$ cat src/rtl/ad9866_cmd_arb.sv
// Round-robin arbiter that shares the single AD9866 command slave port among NREQ requesters.
// Each granted command is held on the slave bus until it is acknowledged or the wait counter expires.
module ad9866_cmd_arb #(
  parameter int NREQ    = 4,
  parameter int TIMEOUT = 255
) (
  input  logic                 clk,
  input  logic                 rst_n,
  input  logic [NREQ-1:0]      req_valid,
  input  logic [NREQ*6-1:0]    req_addr,
  input  logic [NREQ*32-1:0]   req_data,
  output logic [NREQ-1:0]      req_done,
  output logic [NREQ-1:0]      req_err,
  output logic [5:0]           cmd_addr,
  output logic [31:0]          cmd_data,
  output logic                 cmd_rqst,
  input  logic                 cmd_ack,
  output logic                 busy
);

  localparam int RW = (NREQ > 1) ? $clog2(NREQ) : 1;

  typedef enum logic [1:0] {
    S_IDLE  = 2'd0,
    S_ISSUE = 2'd1,
    S_WAIT  = 2'd2,
    S_GAP   = 2'd3
  } state_t;

  state_t          r_state;
  state_t          w_state_nxt;
  logic [RW-1:0]   r_rr;
  logic [RW-1:0]   r_gnt;
  logic [RW-1:0]   w_gnt_idx;
  logic [RW-1:0]   w_rr_adv;
  logic [RW-1:0]   w_rr_nxt;
  logic            w_gnt_found;
  logic [7:0]      r_cnt;
  logic [7:0]      w_cnt_nxt;
  logic            r_rqst;
  logic            w_rqst_nxt;
  logic            w_load;
  logic [5:0]      r_addr;
  logic [31:0]     r_data;
  logic [NREQ-1:0] r_done;
  logic [NREQ-1:0] r_err;
  logic [NREQ-1:0] w_done_nxt;
  logic [NREQ-1:0] w_err_nxt;
  logic            w_expired;

  function automatic logic [RW-1:0] f_wrap(input int v);
    return RW'((v >= NREQ) ? v - NREQ : v);
  endfunction

  // First valid requester at or after the round-robin pointer, wrapping.
  always_comb begin
    w_gnt_found = 1'b0;
    w_gnt_idx   = r_rr;
    for (int k = 0; k < NREQ; k++) begin
      if (!w_gnt_found && req_valid[f_wrap(int'(r_rr) + k)]) begin
        w_gnt_found = 1'b1;
        w_gnt_idx   = f_wrap(int'(r_rr) + k);
      end
    end
  end

  assign w_rr_adv  = f_wrap(int'(r_gnt) + 1);
  assign w_expired = (r_cnt == 8'(TIMEOUT));

  always_ff @(posedge clk or negedge rst_n) begin
    if (!rst_n) begin
      r_state <= S_IDLE;
    end else begin
      r_state <= w_state_nxt;
    end
  end

  always_comb begin
    w_state_nxt = r_state;
    case (r_state)
      S_IDLE:  if (w_gnt_found) w_state_nxt = S_ISSUE;
      S_ISSUE: w_state_nxt = S_WAIT;
      S_WAIT:  if (cmd_ack || w_expired) w_state_nxt = S_GAP;
      S_GAP:   w_state_nxt = S_IDLE;
      default: w_state_nxt = S_IDLE;
    endcase
  end

  // Ack is ignored in ISSUE: it still reflects the slave's verdict on the previous command.
  always_comb begin
    w_load     = 1'b0;
    w_rqst_nxt = r_rqst;
    w_cnt_nxt  = r_cnt;
    w_rr_nxt   = r_rr;
    w_done_nxt = '0;
    w_err_nxt  = '0;
    case (r_state)
      S_IDLE: begin
        if (w_gnt_found) begin
          w_load     = 1'b1;
          w_rqst_nxt = 1'b1;
          w_cnt_nxt  = 8'd0;
        end
      end
      S_ISSUE: begin
        w_cnt_nxt = 8'd1;
      end
      S_WAIT: begin
        if (cmd_ack) begin
          w_done_nxt[r_gnt] = 1'b1;
          w_rqst_nxt        = 1'b0;
          w_rr_nxt          = w_rr_adv;
        end else if (w_expired) begin
          w_err_nxt[r_gnt] = 1'b1;
          w_rqst_nxt       = 1'b0;
          w_rr_nxt         = w_rr_adv;
        end else begin
          w_cnt_nxt = r_cnt + 8'd1;
        end
      end
      default: ;
    endcase
  end

  always_ff @(posedge clk or negedge rst_n) begin
    if (!rst_n) begin
      r_rqst <= 1'b0;
      r_cnt  <= 8'd0;
      r_rr   <= '0;
      r_gnt  <= '0;
      r_done <= '0;
      r_err  <= '0;
      r_addr <= 6'd0;
      r_data <= 32'd0;
    end else begin
      r_rqst <= w_rqst_nxt;
      r_cnt  <= w_cnt_nxt;
      r_rr   <= w_rr_nxt;
      r_done <= w_done_nxt;
      r_err  <= w_err_nxt;
      if (w_load) begin
        r_gnt  <= w_gnt_idx;
        r_addr <= req_addr[int'(w_gnt_idx)*6 +: 6];
        r_data <= req_data[int'(w_gnt_idx)*32 +: 32];
      end
    end
  end

  assign cmd_rqst = r_rqst;
  assign cmd_addr = r_addr;
  assign cmd_data = r_data;
  assign req_done = r_done;
  assign req_err  = r_err;
  assign busy     = (r_state != S_IDLE);

endmodule

$ cat config.mk
export PLATFORM = sky130hd
export DESIGN_NAME = ad9866_cmd_arb
export DESIGN_NICKNAME = d
export VERILOG_FILES = /design/src/rtl/ad9866_cmd_arb.sv
export SDC_FILE = /design/constraint.sdc
export NUM_CORES = 1
export LEC_CHECK = 0
export BUFFER_PORTS_ARGS = -buffer_cell sky130_fd_sc_hd__buf_2
export CORE_UTILIZATION = 51
export CTS_CLUSTER_DIAMETER = 150
export DETAILED_ROUTE_END_ITERATION = 8
export PLACE_DENSITY = 0.88
export SYNTH_ARGS = -nofsm -noshare
export SYNTH_HDL_FRONTEND = slang
export SYNTH_SLANG_ARGS = --single-unit
$ cat constraint.sdc
create_clock -name clk -period 3.5 [get_ports clk]
set_clock_uncertainty 0.2 [all_clocks]
set_input_delay 0.7 -clock clk [delete_from_list [all_inputs] [get_ports clk]]
set_output_delay 0.7 -clock clk [all_outputs]
set_load 0.02 [all_outputs]
==> results of run 1 <==
## cell families after synthesis
family          Yosys count
flops                    61
compound gates          144
mux                      42
fa+ha+maj                10
buf+inv                  79
simple gates             85
## flip-flops by register name (all words and copies together), names as in the netlist
name	count
cmd_addr	6
r_rr	2
cmd_data	32
req_err	4
r_state	2
req_done	4
cmd_rqst	1
r_gnt	2
r_cnt	8
## report_power, final
part           internal (W)  leakage [nW]  switching (W)
Combinational      0.000957          1.85        0.00153
Sequential         0.000991         0.725       0.000190
Clock              0.000242        0.0683       0.000251
## routing by layer
layer,wire (um),track usage [%]
met3,801,4.84
met4,597,15.6
met5,0,0
met2,6240,50.5
met1,4830,34.8
## synth_stat cells, types with 2 or more instances
cell type | n | area, um2
dfrtp_1 | 61 | 1530
nor2_1 | 45 | 169
clkbuf_1 | 16 | 60.1
a31oi_1 | 40 | 250
a211oi_2 | 57 | 713
a211oi_1 | 19 | 143
ha_1 | 10 | 125
nor2b_1 | 8 | 50.1
a21o_1 | 2 | 15.0
mux2i_1 | 39 | 390
buf_2 | 5 | 25.0
nand2_1 | 6 | 22.5
buf_12 | 3 | 60.1
o21ai_0 | 13 | 65.1
a21oi_1 | 3 | 15.0
mux2_2 | 3 | 33.8
o31ai_1 | 4 | 30.0
and2_1 | 4 | 25.0
and3_1 | 5 | 31.3
nand3_1 | 6 | 30.0
inv_1 | 44 | 165
buf_4 | 4 | 30.0
buf_6 | 7 | 78.8
## worst paths after layout
kind                                             start                        to  depth (start not counted)
worst min-delay path                             rst_n  cmd_data[11]$_DFFE_PN0P_                          2
min in group clk                  r_cnt[7]$_DFFE_PN0P_      r_cnt[7]$_DFFE_PN0P_                          1
worst max-delay path            r_state[0]$_DFFE_PN0P_      r_cnt[2]$_DFFE_PN0P_                          7
worst min register to register    r_cnt[7]$_DFFE_PN0P_      r_cnt[7]$_DFFE_PN0P_                          1
max in group asynchronous                        rst_n  cmd_data[19]$_DFFE_PN0P_                          2
worst max register to register  r_state[0]$_DFFE_PN0P_      r_cnt[2]$_DFFE_PN0P_                          7
## layout make-up
class	instances	area, um2
fillers	591	2450
flip-flops and latches	61	1530
inverters	44	165
repair buffers	217	1150
clock buffers	12	135
multi-input cells	281	2290
well taps	102	128
## stage by stage
| stage | power [W] | util, % | instances |
|---|---|---|---|
| floorplan | 0.00300 | - | 421 |
| finish | 0.00416 | 68.8 | 717 |
| CTS | 0.00417 | 68.8 | 717 |
| global route | 0.00443 | 68.8 | 717 |
| global placement | 0.00355 | 67.0 | 705 |
| detailed placement | 0.00366 | 67.0 | 705 |
==> summary.md, run 1 <==
| Metric | Value |
|---|---|
| DRT Wirelength | 12500 um |
| Commonest non-fill, non-tap cell in the layout | buf_2 |
| Max-cap violation count | 0 |
| Vias in the first global route | 4123 |
| Worst-Skew Late Latency | 0.33 ns |
| Hold_buf cts | 0 |
| # IOs | 207 |
| # port buffers | 206 |
| Initial antenna violation count | 0 |
| Max-slew violations | 0 |
| Yosys reg bits | 61 |
| Reg2reg setup slack | 0.83 ns |
| Max_slew headroom | 47.7% |
| Post-route cell area | 0.00540 mm2 |
| Detailed Place HPWL | 9040 um |
| Reg clk slew, reported paths | 0.06 ns |
| Post-Synth XOR/XNOR Area | 0% |
| Dpl ws | 0.555 ns |
| Crit path DAT | 2.66 ns |
| GRT Util Overall | 29.3% |
| Avg Inst Size Synth | 9.96 um2 |
| Layout cell share with drive strength beyond 1 | 47.8% |
| Compound-Gate Fraction of Synth Area | 30.6% |
| Adder-Cell Fraction of Synth Area | 2.98% |
| Register area share after synthesis | 36.4% |
| Crit share post-route | 76.2% |
| DR pass1 iterations | 5 |
| Post-Synth Simple-Gate Area | 9.90% |
| Setup CP Type | register to register |
| Mapped Cells | 421 |
| Delay-heaviest family, CP | simple AND/OR/NAND/NOR gates |
| Minimum clock period | 2.67 ns |
| Post-synth top flop | dfrtp_1 |
| VDD IR max | 0.000516 V |
| Yosys Warn Count | 0 |
| Mapped cell area | 0.00419 mm2 |
| DR WL/cell | 17.4 um |
| Outcome | finished clean |
| WP buf/inv | 1 |
| CP peak stage delay | 0.46 ns |
| Clk root buf | clkbuf_8 |
| Final TNS setup | 0 ns |
| Net Count, Synth | 590 |
| Nets | 783 |
| Clock buffer count from CTS | 9 |
| Core region area | 0.00785 mm2 |
| Total grt overflow | 0 |
| Post-CTS Setup Inserts | 0 |
| Post-DR vias/cell | 5.83 |
| CP max FO | 15 |
| Mux share of post-synthesis cell area | 10.1% |
| CTS resizes | 0 |
| Die Height | 92.7 um |
| Main combinational cell family by area after synthesis | compound AO/OA/AOI/OAI gates |
| Most frequent cells in the layout | 206 x buf_2, 61 x dfrtp_1, 57 x a211oi_2, 45 x nor2_1, 44 x inv_1 |
| Post-DRT Antenna Nets | 0 |
| CTS tree | done |
| Die W | 92.7 um |
| Crit end category | register |
| Worst-margin pin slew | 0.784 ns |
| DRT iter0 DRCs | 200 |
| CTS Sinks | 61 |
| Gpl congestion | 0.863 |
| CP Cell Sequence | inv_1, ha_1, nand3_1, o31ai_1, or3_1, or2_1, o21ai_0 |
| DRC viols | 0 |
| DP Area | 0.00526 mm2 |
| Req. time, crit path | 3.50 ns |
| DR vias | 4181 |
| Leakage power | 2.65 nW |
| Initial core utilization | 53.4% |
| Die area | 0.00859 mm2 |
| Largest net degree at the start of global routing | 62 |
| Ys async rst share | 100% |
| Power density over the cells | 771 mW/mm2 |
| Worst hold path class | primary input to asynchronous set/reset pin |
| Number of enable flip-flop cells after synthesis | 0 |
| Yosys cell types | 40 |
| Final Setup Violations | 0 |
| First-pass GRT wire length | 19500 um |
| Fmax achieved | 0.375 GHz |
| Rows | 32 |
| Worst setup margin | 0.833 ns |
| Hold slack | 0.326 ns |
| CP max stage cell | ha_1 |
| RSZ-0062 raised after global routing | no |
| Max Buffers Root-to-Sink | 2 |
| Area delta synth->final | 28.7% |
| Final Hold Vio Count | 0 |
| CP Launch Type | register |
| H-tree Lvls | 3 |
| Antenna cells | 0 |
Note: power is estimated with default switching activity, not from simulation.
==> run 2: changes to the inputs <==
CORE_UTILIZATION = 47   (was 51)
PLACE_DENSITY = 0.82   (was 0.88)
clock period = 2.8 ns   (was 3.5 ns; I/O delays follow)
==> run 2 against run 1 <==
Against the previous run: power is 36% higher; clock power is 100% higher; die area is 8.3% higher; highest routed layer unchanged; routed wire length is 0.38% lower; via count is 0.36% lower; register-to-register slack worse by 0.41 ns; cell area is 3.7% higher; sequential power is 25% higher; critical path depth stayed put; sequential share of layout area is 1.0 points lower; global-route usage is 4.3 points lower; flip-flop and latch count stayed put.
==> summary.md, run 2 (synthesis results as in run 1) <==
| Metric | Value |
|---|---|
| Most frequent cells in the layout | 206 x buf_2, 61 x dfrtp_1, 57 x a211oi_2, 45 x nor2_1, 44 x inv_1 |
| Commonest non-fill, non-tap cell in the layout | buf_2 |
| Max reg flops | 32 |
| Antenna cells | 0 |
| Max-slew violations | 0 |
| DRT iter0 DRCs | 159 |
| VDD IR max | 0.000496 V |
| CTS tree | done |
| Clk root buf | clkbuf_8 |
| Layout cell share with drive strength beyond 1 | 49.1% |
| First-pass GRT wire length | 17900 um |
| Final Setup Violations | 0 |
| Final Util | 64.5% |
| Multi-input logic area | 0.00228 mm2 |
| Detailed Place HPWL | 9040 um |
| Hold_buf cts | 0 |
| Max_slew headroom | 62.0% |
| Total grt overflow | 0 |
| Core region area | 0.00868 mm2 |
| Worst hold path class | primary input to asynchronous set/reset pin |
| Vias in the first global route | 3879 |
| Die W | 96.5 um |
| Crit end category | register |
| Register area | 0.00153 mm2 |
| Final TNS setup | 0 ns |
| Outcome | finished clean |
| CP max FO | 8 |
| Final Hold Vio Count | 0 |
| DR vias | 4166 |
| Reg2Reg Depth | 7 |
| Post-DRT Antenna Nets | 0 |
| # port buffers | 206 |
| Rows | 34 |
| CP Launch Type | register |
| Gpl congestion | 0.764 |
| Initial antenna violation count | 0 |
| Die Height | 96.5 um |
| Fillers | 711 |
| DRT Wirelength | 12400 um |
| RSZ-0062 raised after global routing | no |
| Initial core utilization | 48.3% |
| Final Power | 0.00567 W |
| Leakage power | 2.74 nW |
| H-tree Lvls | 3 |
| Worst-margin pin slew | 0.564 ns |
| Post-CTS Setup Inserts | 0 |
| Minimum clock period | 2.38 ns |
| Area delta synth->final | 33.4% |
| Req. time, crit path | 2.81 ns |
| Power density over the cells | 1010 mW/mm2 |
| Post-DR vias/cell | 5.68 |
| Origin of the critical flop-to-flop path | r_state[0]$_DFFE_PN0P_ |
| Fmax achieved | 0.420 GHz |
| FF-to-FF End | r_cnt[2]$_DFFE_PN0P_ |
| DR pass1 iterations | 4 |
| DRC viols | 0 |
| Max-cap violation count | 0 |
| CTS resizes | 0 |
| Max Buffers Root-to-Sink | 2 |
| Clock buffer count from CTS | 9 |
| GRT Util Overall | 24.9% |
| DR WL/cell | 16.9 um |
| DP Cell Count | 717 |
| CTS Sinks | 61 |
| Final Non-Filler Cells | 733 |
| # IOs | 207 |
| Reg clk slew, reported paths | 0.07 ns |
| Worst-Skew Late Latency | 0.34 ns |
| Crit share post-route | 84.9% |
| Setup CP Type | register to register |
| Nets | 789 |
| Reg2reg setup slack | 0.42 ns |
| Crit path DAT | 2.39 ns |
| Die area | 0.00931 mm2 |
| Largest net degree at the start of global routing | 40 |
| Hold slack | 0.0442 ns |
[run 2: cell count changes in the layout (fill, tap and decap cells not counted), sizes merged]
cell / delta
clkinvlp: +2
clkinv: +1
inv: +1
bufinv: +3
buf: +6
clkbuf: -3
[run 2: worst max-delay path by stage]
stage          slack (ns)              startpoint                 endpoint  cells past startpoint
2_1_floorplan        0.65  r_state[0]$_DFFE_PN0P_  cmd_addr[1]$_DFFE_PN0P_                      9
3_3_place_gp         0.37            req_valid[0]  cmd_data[6]$_DFFE_PN0P_                      7
3_5_place_dp         0.28            req_valid[0]  cmd_data[2]$_DFFE_PN0P_                      7
4_1_cts              0.45  r_state[0]$_DFFE_PN0P_     r_cnt[7]$_DFFE_PN0P_                      7
5_1_grt              0.23  r_state[0]$_DFFE_PN0P_     r_cnt[2]$_DFFE_PN0P_                      7
6_report             0.42  r_state[0]$_DFFE_PN0P_     r_cnt[2]$_DFFE_PN0P_                      7
[run 2: cell type report]
| class | count | share of cell area (%) |
|---|---|---|
| repair buffers | 223 | 22.3 |
| clock buffers | 9 | 2.21 |
| clock inverters | 7 | 2.19 |
| well taps | 108 | 2.42 |
| inverters | 44 | 2.95 |
| flip-flops and latches | 61 | 27.3 |
| multi-input cells | 281 | 40.7 |
[run 2: per-layer routing]
layer	global-route usage [%]	share of wire, %	up-vias
met3	5.79	6.3	37
li1	-	-	1936
met5	0	0	-
met4	9.56	2.8	0
met1	30.2	40	1999
met2	42.9	51	194
[run 2: metrics by stage]
step / worst slack [ns] / instance area (um2)
2_1_floorplan: 0.654 / 4190
3_3_place_gp: 0.370 / 5350
3_5_place_dp: 0.284 / 5350
4_1_cts: 0.451 / 5600
5_1_grt: 0.230 / 5600
6_report: 0.422 / 5600
[run 2: critical path, cell delays in order, from the launching register on]
cell and delay (ns):
dfrtp_1 0.43, inv_1 0.12, ha_1 0.31, nand3_1 0.11, o31ai_1 0.44, or3_1 0.28, or2_1 0.24, o21ai_0 0.12
[run 2: report_power, final]
group / internal (W) / switching [W]
Combinational: 0.00129 / 0.00192
Sequential: 0.00124 / 0.000229
Clock: 0.000596 / 0.000390
==> run 3: changes to the inputs <==
clock period = 2.2 ns   (was 2.8 ns; I/O delays follow)
==> run 3 against run 2 <==
Against the previous run: count of clock-buffer cells in the layout grew 1; highest routed layer unchanged; worst hold slack gained 0.19 ns; non-clock buffer count grew 8; routed wire length shrank 1.1%; largest power group unchanged.
==> summary.md, run 3 (synthesis results as in run 1) <==
| Metric | Value |
|---|---|
| Die Height | 96.5 um |
| Die area | 0.00931 mm2 |
| # port buffers | 206 |
| DRT Wirelength | 12300 um |
| Worst-Skew Late Latency | 0.33 ns |
| Max_slew headroom | 70.4% |
| DRC viols | 0 |
| Reg clk slew, reported paths | 0.07 ns |
| Post-DR vias/cell | 5.67 |
| # IOs | 207 |
| H-tree Lvls | 3 |
| Post-DRT Antenna Nets | 0 |
| Leakage power | 2.76 nW |
| First-pass GRT wire length | 17900 um |
| FF-to-FF End | r_state[1]$_DFFE_PN0P_ |
| DR pass1 iterations | 4 |
| Final Util | 64.8% |
| Most frequent cells in the layout | 206 x buf_2, 61 x dfrtp_1, 57 x a211oi_2, 45 x nor2_1, 44 x inv_1 |
| Dpl ws | -0.0639 ns |
| CP max FO | 4 |
| DR WL/cell | 16.6 um |
| Worst setup margin | 0.0935 ns |
| Power density over the cells | 1260 mW/mm2 |
| Total grt overflow | 0 |
| Minimum clock period | 2.11 ns |
| Commonest non-fill, non-tap cell in the layout | buf_2 |
| Vias in the first global route | 3907 |
| DR vias | 4205 |
| Layer carrying the most global-route usage | met2 |
| Crit share post-route | 95.7% |
| Req. time, crit path | 2.21 ns |
| GR Util met2 | 43.2% |
| Nets | 797 |
| Reg2reg setup slack | 0.09 ns |
| CTS Sinks | 61 |
| Max-cap violation count | 0 |
| Gpl congestion | 0.788 |
| Detailed Place HPWL | 8940 um |
| Max Buffers Root-to-Sink | 2 |
| CP Launch Type | register |
| Outcome | finished clean |
| Origin of the critical flop-to-flop path | r_cnt[0]$_DFFE_PN0P_ |
| Met1 usage | 30.6% |
| Post-CTS Setup Inserts | 0 |
| Worst-margin pin slew | 0.444 ns |
| GRT Util Overall | 25.0% |
| Crit end category | register |
| Die W | 96.5 um |
| Crit path DAT | 2.11 ns |
| Max-slew violations | 0 |
| Rows | 34 |
| DRT iter0 DRCs | 154 |
| Initial antenna violation count | 0 |
| Final Setup Violations | 0 |
| Layout cell share with drive strength beyond 1 | 49.8% |
| Initial core utilization | 48.3% |
| Hold Crit Endpoint | req_done[1]$_DFF_PN0_ |
| Setup CP Type | register to register |
| Max reg flops | 32 |
| Worst hold path class | primary input to register |
| Antenna cells | 0 |
| VDD IR max | 0.000544 V |
| Final Hold Vio Count | 0 |
| Reg2Reg Depth | 6 |
| Clk root buf | clkbuf_8 |
| Core region area | 0.00868 mm2 |
| Fmax achieved | 0.475 GHz |
| Area delta synth->final | 34.0% |
| Worst hold stages | 2 |
| Hold Startpoint | cmd_ack |
| Largest net degree at the start of global routing | 62 |
| CTS tree | done |
| Met3 GRT Util | 5.48% |
| Clock buffer count from CTS | 9 |
run 3: changes by cell type in the layout (fill, tap and decap cells not counted), sizes merged:
cell,previous run,this run
buf,223,230
bufinv,3,2
clkbuf,9,10
clkinvlp,2,3
dlygate4sd3,0,1
inv,45,44
run 3: critical path, cell delays in order, from the launching register on:
cell and delay [ns]:
dfrtp_1 0.39, ha_1 0.23, nand4_1 0.19, nor2_1 0.23, a31oi_1 0.18, a21oi_2 0.22
mux2_2 0.35
run 3: cell type report:
class	count	area (um2)
fillers	729	3060
multi-input cells	281	2280
flip-flops and latches	61	1530
repair buffers	231	1300
inverters	44	165
well taps	108	135
clock buffers	10	128
clock inverters	6	87.6
run 3: what timing repair did:
action,4_1_cts,5_1_grt
endpoints found under the setup margin,0,3
hold buffers,1,0
hold endpoints to repair,61,0
resized for setup,0,2
run 3: where the power goes:
group | leakage [nW] | switching [W] | total (W) | internal (W)
registers | 0.725 | 0.000283 | 0.00186 | 0.00158
logic | 1.93 | 0.00245 | 0.00413 | 0.00167
clock network | 0.0985 | 0.000461 | 0.00110 | 0.000636
total | 2.76 | 0.00320 | 0.00708 | 0.00388
run 3: worst max path at each step:
stage | from | endpoint | slack (ns)
floorplan | r_state[0]$_DFFE_PN0P_ | cmd_addr[1]$_DFFE_PN0P_ | 0.05
global placement | req_valid[0] | cmd_data[20]$_DFFE_PN0P_ | 0.03
detailed placement | req_valid[0] | cmd_data[17]$_DFFE_PN0P_ | -0.06
CTS | r_cnt[0]$_DFFE_PN0P_ | r_cnt[6]$_DFFE_PN0P_ | 0.08
global route | r_cnt[0]$_DFFE_PN0P_ | r_state[1]$_DFFE_PN0P_ | -0.01
finish | r_cnt[0]$_DFFE_PN0P_ | r_state[1]$_DFFE_PN0P_ | 0.09
run 3: routing by layer:
layer	wire length (um)	up-vias
li1	-	1951
met1	4990	2018
met2	6170	211
met3	907	25
met4	219	0
met5	0	-
run 3: per-stage QoR:
step | hold slack [ns] | TNS, ns | power (W) | cells | area (um2)
after floorplan | -0.0556 | 0 | 0.00477 | 421 | 4190
after global placement | 0.276 | 0 | 0.00584 | 724 | 5390
after detailed placement | 0.279 | -0.401 | 0.00599 | 724 | 5390
after CTS | 0.220 | 0 | 0.00710 | 741 | 5610
after global routing | 0.241 | -0.0146 | 0.00755 | 741 | 5620
final | 0.239 | 0 | 0.00708 | 741 | 5620
